--- src/rtl/bridge_pkg.sv ---
// Shared constants for the UART-to-CPU bridge: state encoding, default
// command bytes and the UART byte width.
package bridge_pkg;

  localparam int UART_W = 8;

  localparam logic [7:0] CMD_RUN_DEF    = 8'h01;
  localparam logic [7:0] CMD_RESEND_DEF = 8'h02;

  localparam logic [1:0] ST_IDLE    = 2'd0;
  localparam logic [1:0] ST_RUN     = 2'd1;
  localparam logic [1:0] ST_SEND    = 2'd2;
  localparam logic [1:0] ST_WAIT_TX = 2'd3;

  typedef enum logic [1:0] {
    S_IDLE    = ST_IDLE,
    S_RUN     = ST_RUN,
    S_SEND    = ST_SEND,
    S_WAIT_TX = ST_WAIT_TX
  } state_t;

endpackage

--- src/rtl/rise_detect.sv ---
// One-bit rising-edge detector: a held-high level yields a single event,
// asserted in the first cycle the input is seen high.
module rise_detect (
  input  logic clk,
  input  logic rst,
  input  logic i_sig,
  output logic o_rise
);

  logic r_prev;

  always_ff @(posedge clk or posedge rst) begin
    if (rst) r_prev <= 1'b0;
    else     r_prev <= i_sig;
  end

  assign o_rise = i_sig & ~r_prev;

endmodule

--- src/rtl/uart_cpu_bridge.sv ---
// Decodes host command bytes, launches a CPU run, snapshots the result words
// and streams them to the UART TX byte by byte (word 0 first, LSB first).
module uart_cpu_bridge
  import bridge_pkg::*;
#(
  parameter int         NBIT_DATA_LEN = UART_W,
  parameter int         NBIT_WORD_LEN = 16,
  parameter int         N_WORDS       = 3,
  parameter logic [7:0] CMD_RUN       = CMD_RUN_DEF,
  parameter logic [7:0] CMD_RESEND    = CMD_RESEND_DEF
) (
  input  logic                             clk,
  input  logic                             rst,
  input  logic                             rx_done_tick,
  input  logic [NBIT_DATA_LEN-1:0]         rx_data_in,
  input  logic                             tx_done_tick,
  input  logic [N_WORDS*NBIT_WORD_LEN-1:0] result_in,
  input  logic                             cpu_done,
  output logic                             cpu_start,
  output logic                             tx_start,
  output logic [NBIT_DATA_LEN-1:0]         data_out,
  output logic                             busy,
  output logic [1:0]                       o_dbg_state
);

  localparam int SNAP_W      = N_WORDS * NBIT_WORD_LEN;
  localparam int TOTAL_BYTES = SNAP_W / 8;
  localparam int IDX_W       = (TOTAL_BYTES > 1) ? $clog2(TOTAL_BYTES) : 1;
  localparam logic [IDX_W-1:0] LAST_IDX = IDX_W'(TOTAL_BYTES - 1);

  if ((NBIT_WORD_LEN % 8) != 0 || N_WORDS < 1 || NBIT_DATA_LEN != 8) begin : g_param_check
    $error("uart_cpu_bridge: NBIT_WORD_LEN must be a multiple of 8, N_WORDS >= 1, NBIT_DATA_LEN == 8");
  end

  // Handshake: the three *_done/_tick inputs carry no ready; each rising edge
  // is one event, consumed only in the state that expects it, otherwise dropped.
  logic w_rx_ev, w_tx_ev, w_cpu_ev;

  rise_detect u_rx_edge  (.clk(clk), .rst(rst), .i_sig(rx_done_tick), .o_rise(w_rx_ev));
  rise_detect u_tx_edge  (.clk(clk), .rst(rst), .i_sig(tx_done_tick), .o_rise(w_tx_ev));
  rise_detect u_cpu_edge (.clk(clk), .rst(rst), .i_sig(cpu_done),     .o_rise(w_cpu_ev));

  state_t                   r_state, w_state_nxt;
  logic [SNAP_W-1:0]        r_snapshot;
  logic [IDX_W-1:0]         r_idx, w_idx_nxt;
  logic [NBIT_DATA_LEN-1:0] r_data, w_data_nxt, w_byte;
  logic [IDX_W+2:0]         w_byte_base;
  logic                     r_cpu_start, r_tx_start, r_busy;
  logic                     w_cpu_start_nxt, w_tx_start_nxt, w_snap_load;

  assign w_byte_base = {r_idx, 3'b000};
  assign w_byte      = r_snapshot[w_byte_base +: NBIT_DATA_LEN];

  always_comb begin
    w_state_nxt     = r_state;
    w_idx_nxt       = r_idx;
    w_data_nxt      = r_data;
    w_cpu_start_nxt = 1'b0;
    w_tx_start_nxt  = 1'b0;
    w_snap_load     = 1'b0;
    case (r_state)
      S_IDLE: begin
        if (w_rx_ev) begin
          if (rx_data_in == CMD_RUN) begin
            w_state_nxt     = S_RUN;
            w_cpu_start_nxt = 1'b1;
          end else if (rx_data_in == CMD_RESEND) begin
            w_state_nxt = S_SEND;
            w_idx_nxt   = '0;
          end
        end
      end
      S_RUN: begin
        if (w_cpu_ev) begin
          w_snap_load = 1'b1;
          w_idx_nxt   = '0;
          w_state_nxt = S_SEND;
        end
      end
      S_SEND: begin
        w_data_nxt     = w_byte;
        w_tx_start_nxt = 1'b1;
        w_state_nxt    = S_WAIT_TX;
      end
      S_WAIT_TX: begin
        if (w_tx_ev) begin
          if (r_idx == LAST_IDX) begin
            w_state_nxt = S_IDLE;
          end else begin
            w_idx_nxt   = r_idx + IDX_W'(1);
            w_state_nxt = S_SEND;
          end
        end
      end
      default: w_state_nxt = S_IDLE;
    endcase
  end

  always_ff @(posedge clk or posedge rst) begin
    if (rst) begin
      r_state     <= S_IDLE;
      r_idx       <= '0;
      r_data      <= '0;
      r_snapshot  <= '0;
      r_cpu_start <= 1'b0;
      r_tx_start  <= 1'b0;
      r_busy      <= 1'b0;
    end else begin
      r_state     <= w_state_nxt;
      r_idx       <= w_idx_nxt;
      r_data      <= w_data_nxt;
      r_cpu_start <= w_cpu_start_nxt;
      r_tx_start  <= w_tx_start_nxt;
      r_busy      <= (w_state_nxt != S_IDLE);
      if (w_snap_load) r_snapshot <= result_in;
    end
  end

  assign cpu_start   = r_cpu_start;
  assign tx_start    = r_tx_start;
  assign data_out    = r_data;
  assign busy        = r_busy;
  assign o_dbg_state = r_state;

endmodule
--- config.mk ---
export PLATFORM = sky130hd
export DESIGN_NAME = uart_cpu_bridge
export DESIGN_NICKNAME = d
export VERILOG_FILES = /design/src/rtl/bridge_pkg.sv /design/src/rtl/rise_detect.sv /design/src/rtl/uart_cpu_bridge.sv
export SDC_FILE = /design/constraint.sdc
export NUM_CORES = 1
export LEC_CHECK = 0
export ABC_AREA = 1
export ABC_CLOCK_PERIOD_IN_PS = 1900
export CAP_MARGIN = 20
export CORE_UTILIZATION = 45
export DETAILED_ROUTE_END_ITERATION = 16
export PLACE_DENSITY = 0.76
export SYNTH_ARGS = -nofsm -noshare
export SYNTH_HDL_FRONTEND = slang
export SYNTH_SLANG_ARGS = --single-unit
export TNS_END_PERCENT = 5
--- constraint.sdc ---
create_clock -name clk -period 1.9 [get_ports clk]
set_clock_uncertainty 0.1 [all_clocks]
set_input_delay 0.19 -clock clk [delete_from_list [all_inputs] [get_ports clk]]
set_output_delay 0.19 -clock clk [all_outputs]
set_load 0.01 [all_outputs]
# Word-level counts from Yosys, hierarchy flattened
# Index checks and enable logic that the tools add are counted.
# W data, S select, Z words.
[totals]
regBits = 67
output_inout_bits = 13
inputBits = 61
word_cells = 54
[classes]
mux = 20
n_eq_ne = 12
shifts = 1
addsub = 1
n_bitwise = 6
n_reduce_logical = 4
[op_table]
columns = ["cell", "n"]
rows = [
  ["$shiftx A48 B7 Y8", 1],
  ["$mux W3", 6],
  ["$mux W2", 6],
  ["$pmux W3 S3", 1],
  ["$eq A8 B1 Y1 const B", 1],
  ["$eq A8 B2 Y1 const B", 1],
  ["$pmux W2 S4", 1],
  ["$reduce_and A7 Y1", 1],
  ["$mux W1", 6],
  ["$ne A2 B1 Y1 const B", 3],
  ["$ne A2 B2 Y1 const B", 3],
  ["$eq A2 B2 Y1 const B", 2],
  ["$add A3 B1 Y3 const B", 1],
  ["$and A1 B1 Y1", 3],
  ["$eq A3 B3 Y1 const B", 1],
  ["$not A1 Y1", 3],
  ["$reduce_bool A3 Y1", 1],
  ["$eq A2 B1 Y1 const B", 1],
  ["$logic_not A2 Y1", 1],
  ["$reduce_bool A2 Y1", 1],
]

# Depth between registers and ports, before layout
[logic_depth]
depth_word = 6
depth_mapped = 10
mapped_depth_nobuf = 8

# Cells and area by module
# Synthesis repeated with hierarchy kept, for this count alone.
[unflattened]
hier_cells = 381
hier_area_um2 = 3184.3
[modules_own_cells]
columns = ["module", "area_per_inst_um2", "cells_per_inst", "seq_area_each_um2", "n_inst"]
rows = [
  ["uart_cpu_bridge", 3067.9, 369, 1601.5, 1],
  ["rise_detect", 38.8, 4, 25.0, 3],
]

# Least setup slack after synthesis
# No wires, ideal clock.
[synth_path]
path_kind = "register to register"
from = "register r_idx[1]"
to = "register r_idx[2]"
period_less_slack_ps = 1482
path_slack_ps = 418
path_stages_with_launch = 11
t_arrival_ps = 1265
setup_ps = 117
path_buffers = 2
t_required_ps = 1683
cell_sequence = "dfrtp_1 buf_4 clkbuf_2 inv_1 ha_1 nand2_1 o21ai_0 inv_1 nand3_1 nand2_1 nand2_1"
[synth_between]
elab_chain_cells = 4
word_cells_on_any_way = 7
cone_classes = "add/sub (1); eq/ne (2); mux (3); reduce/logical (1)"
[synth_lines]
columns = ["item", "line", "text"]
rows = [
  ["start: declaration", "uart_cpu_bridge.sv:45", "logic [IDX_W-1:0] r_idx, w_idx_nxt;"],
  ["start signal: assignment", "uart_cpu_bridge.sv:110", "r_idx <= w_idx_nxt;"],
  ["$add A3 B1 Y3", "uart_cpu_bridge.sv:90", "w_idx_nxt = r_idx + IDX_W'(1);"],
  ["$mux W3", "uart_cpu_bridge.sv:87", "if (r_idx == LAST_IDX) begin"],
  ["$mux W3", "uart_cpu_bridge.sv:86", "if (w_tx_ev) begin"],
  ["$pmux W3 S3", "uart_cpu_bridge.sv:61", "case (r_state)"],
]
# Several ways; a longest one is shown, not always the timed one. The select of a mux whose other input is x is not followed.
# A chain may end at the register's enable or synchronous reset.

# Worst setup path after layout
[layout_path]
from = "register r_state[0], in the netlist o_dbg_state[0]"
to = "output o_dbg_state[0]"
[layout_rtl]
columns = ["item", "line", "text"]
rows = [
  ["start: declaration", "uart_cpu_bridge.sv:43", "state_t r_state, w_state_nxt;"],
  ["start signal: assignment", "uart_cpu_bridge.sv:109", "r_state <= w_state_nxt;"],
  ["end: declaration", "uart_cpu_bridge.sv:23", "output logic [1:0] o_dbg_state"],
]
# No word-level cell between the ends.

==> impl_metrics.csv <==
group,metric,value,unit
run_status,outcome,"completed",
synth,ys_seq_area_share,52.5,%
placement,dp_slack,0.190,ns
setup_path,max_stage_delay,0.59,ns
sta,period_needed,1.68,ns
sta,final-hold-violation-count,0,
cells_and_area,antenna_cells,0,
power,p_leak,0.00210,uW
power,power_density,1410,mW/mm^2
floorplan,die_w,86.2,microns
cells_and_area,synthToLayoutAreaGrowth,30.6,%
worst_hold_path,hp-class,"in2async",
setup_path,crit_chain,"clkdlybuf4s50_1",
cts,path_clk_slew,0.07,ns
setup_path,cp-startpoint,"o_dbg_state[0]",
cts,cts.repair.resized,0,
routing,ant_nets,0,
synth,ys_warn_count,0,
setup_path,reg2reg_slack,0.27,ns
routing,num_vias,2759,
power,vdd_drop_max,0.601,mV
setup_path,critPathMaxFanout,6,
routing,drt-total-wl,7200,microns
sta,finalMaxSlewViolations,0,
routing,viasPerCell,4.70,
floorplan,coreArea,0.00683,sq mm
routing,dr.pass1.iters,5,
synth,synth.area.top_cells,"dfrtp_1 53%, nand2_1 21%, inv_1 5.3%",
cts,cts.htree.levels,3,
cells_and_area,finalCoreUtilization,61.0,%
cts,ctsHoldBuffers,0,
sta,clock.fmax,595,MHz
grt,grt_use_total,21.2,%
job,maxCapViolCount,0,
sta,fin_ws,0.218,ns
setup_path,critPathBufInv,1,
floorplan,fp.dieH,86.2,microns
synth,syn_nets,477,
routing,drt-initial-drc-count,195,
routing,wire_per_inst,12.3,microns
grt,grt_antenna_before_repair,0,
placement,placed_area,0.00399,sq mm
grt,grt_pass1_wl,12200,microns
cts,cts_tree,"done",
routing,drc,0,
setup_path,rr_endpoint,"r_snapshot[41]",
setup_path,cp_slowest_cell,"clkdlybuf4s50_1",
synth,yosysTopAreaCell,"dfrtp_1",
floorplan,dieArea,0.00743,sq mm
cts,cts_root_buf,"clkbuf_8",
sta,relSlewSlack,73.5,%
sta,fin_setup_tns,0,ns
placement,portBuffers,73,
setup_path,critPathKind,"reg2out",
cts,clkLatencyLatePin,0.33,ns
synth,synth_cells,414,
sta,setup_viol_count_final,0,
cells_and_area,fin_area,0.00417,sq mm
synth,synth.top_cell.area_share,52.5,%
grt,first_global_vias,2662,
sta,rsz0062_at_grt,"false",
setup_path,cp-start-kind,"register",
placement,hpwl,4970,microns
setup_path,path_delay_family,"buffers and inverters",
cts,post_cts.repair.setup_buffers,0,
floorplan,rows,30,
setup_path,end_kind,"primary output",
synth,ys_types,21,
cells_and_area,finalNetCount,550,
floorplan,initial_core_util,46.7,%
floorplan,ios,74,
sta,tightest_slew,0.398,ns
synth,synth-seq-cells,67,
grt,grt_max_degree,68,
synth,synth_area,0.00319,sq mm
cts,clockBufferDepth,2,
setup_path,worstReg2RegStart,"o_dbg_state[0]",
cts,cts_inserted_buffers,9,
cells_and_area,drive_gt1_share,5.70,%
setup_path,reg2reg_depth,6,
cts,cts.sinks,67,
setup_path,critical_path_required,1.61,ns
placement,gp_congestion,0.844,
grt,gr-total-overflow,0,
sta,final.period_utilization,88.5,%
setup_path,crit_arrival,1.39,ns
synth,syn_area_per_cell,7.71,sq um
==> worst register-to-register path: stages (launching register included) <==
cell and delay, ns:
dfrtp_1 0.48, inv_2 0.06, nor2_2 0.14, nand3_4 0.20, inv_6 0.36, nand2_1 0.13, o21ai_1 0.09
==> how the worst max path moves through the flow <==
stage,to,slack (ns),depth (start not counted)
after CTS,o_dbg_state[0],0.19,1
after floorplan,r_idx[2],0.42,10
after global routing,r_snapshot[12],0.09,6
final,o_dbg_state[0],0.22,1
after detailed placement,r_snapshot[46],0.19,4
after global placement,r_snapshot[33],0.25,5
==> sequential cells by signal (all words and copies together) (netlist names) <==
name,count
tx_start,1
u_rx_edge.r_prev,1
cpu_start,1
r_idx,3
data_out,8
o_dbg_state,2
r_snapshot,48
u_tx_edge.r_prev,1
busy,1
u_cpu_edge.r_prev,1
==> report_power, final <==
group	leakage (uW)	total, uW	internal (uW)	switching (uW)
sequential	0.000819	2430	2060	367
combinational	0.00119	2370	1010	1360
clock	0.0000953	1080	570	506
total	0.00210	5870	3640	2230
==> cell usage after synthesis <==
master / instances
nand2_1: 176
dfrtp_1: 67
inv_1: 45
nor2_1: 41
o21ai_0: 26
a21oi_1: 8
buf_2: 8
o211ai_1: 8
nand3_1: 7
o21ai_1: 7
buf_6: 6
buf_4: 2
ha_1: 2
inv_2: 2
nand4_1: 2
nor2_2: 2
clkbuf_2: 1
inv_6: 1
nand3_4: 1
nor2_4: 1
xor2_1: 1
==> cell families after synthesis <==
| logic type | after synthesis | share of synthesized area [%] |
|---|---|---|
| and+or+nand+nor | 230 | 28.3 |
| adders and majority gates | 2 | 0.784 |
| AOI/OAI and AO/OA | 49 | 8.31 |
| DFF | 67 | 52.5 |
| buffers and inverters | 65 | 9.80 |
| xor gates and xnor gates | 1 | 0.274 |
==> final cells by class <==
cell class                      count  area [sq um]
Clock buffer                       13           169
Clock inverter                      2          10.0
Fill cell                         626          2660
Inverter                           48           189
Multi-Input combinational cell    282          1200
Sequential cell                    67          1680
Tap cell                           96           120
Timing Repair Buffer               79           801
==> metrics by stage <==
| stage | total power (uW) | std cells | hold slack [ns] |
|---|---|---|---|
| finish | 5870 | 587 | 0.195 |
| global route | 6390 | 587 | 0.241 |
| CTS | 5920 | 587 | 0.215 |
| detailed placement | 4820 | 572 | 0.360 |
| global placement | 4720 | 572 | 0.360 |
| floorplan | 3950 | 414 | 0.121 |
==> layer usage <==
layer	vias to the layer above	global-route usage [%]	share of wire [%]
li1	1404	-	-
met1	1260	29.1	47
met2	82	32.8	46
met3	13	3.81	5.0
met4	0	10.2	2.0
met5	-	0	0
==> cells in the final DEF (no fill, tap or decap), drive strengths merged, types with 2 or more instances in the layout <==
cell type      instances
nand2                176
nand4                  2
o211ai                 8
clkbuf                13
buf                    6
nor2                  44
nand3                  8
a21oi                  8
dfrtp                 67
clkinv                 2
clkdlybuf4s50         73
inv                   47
ha                     2
o21ai                 33
(Power assumes the default switching activity.)
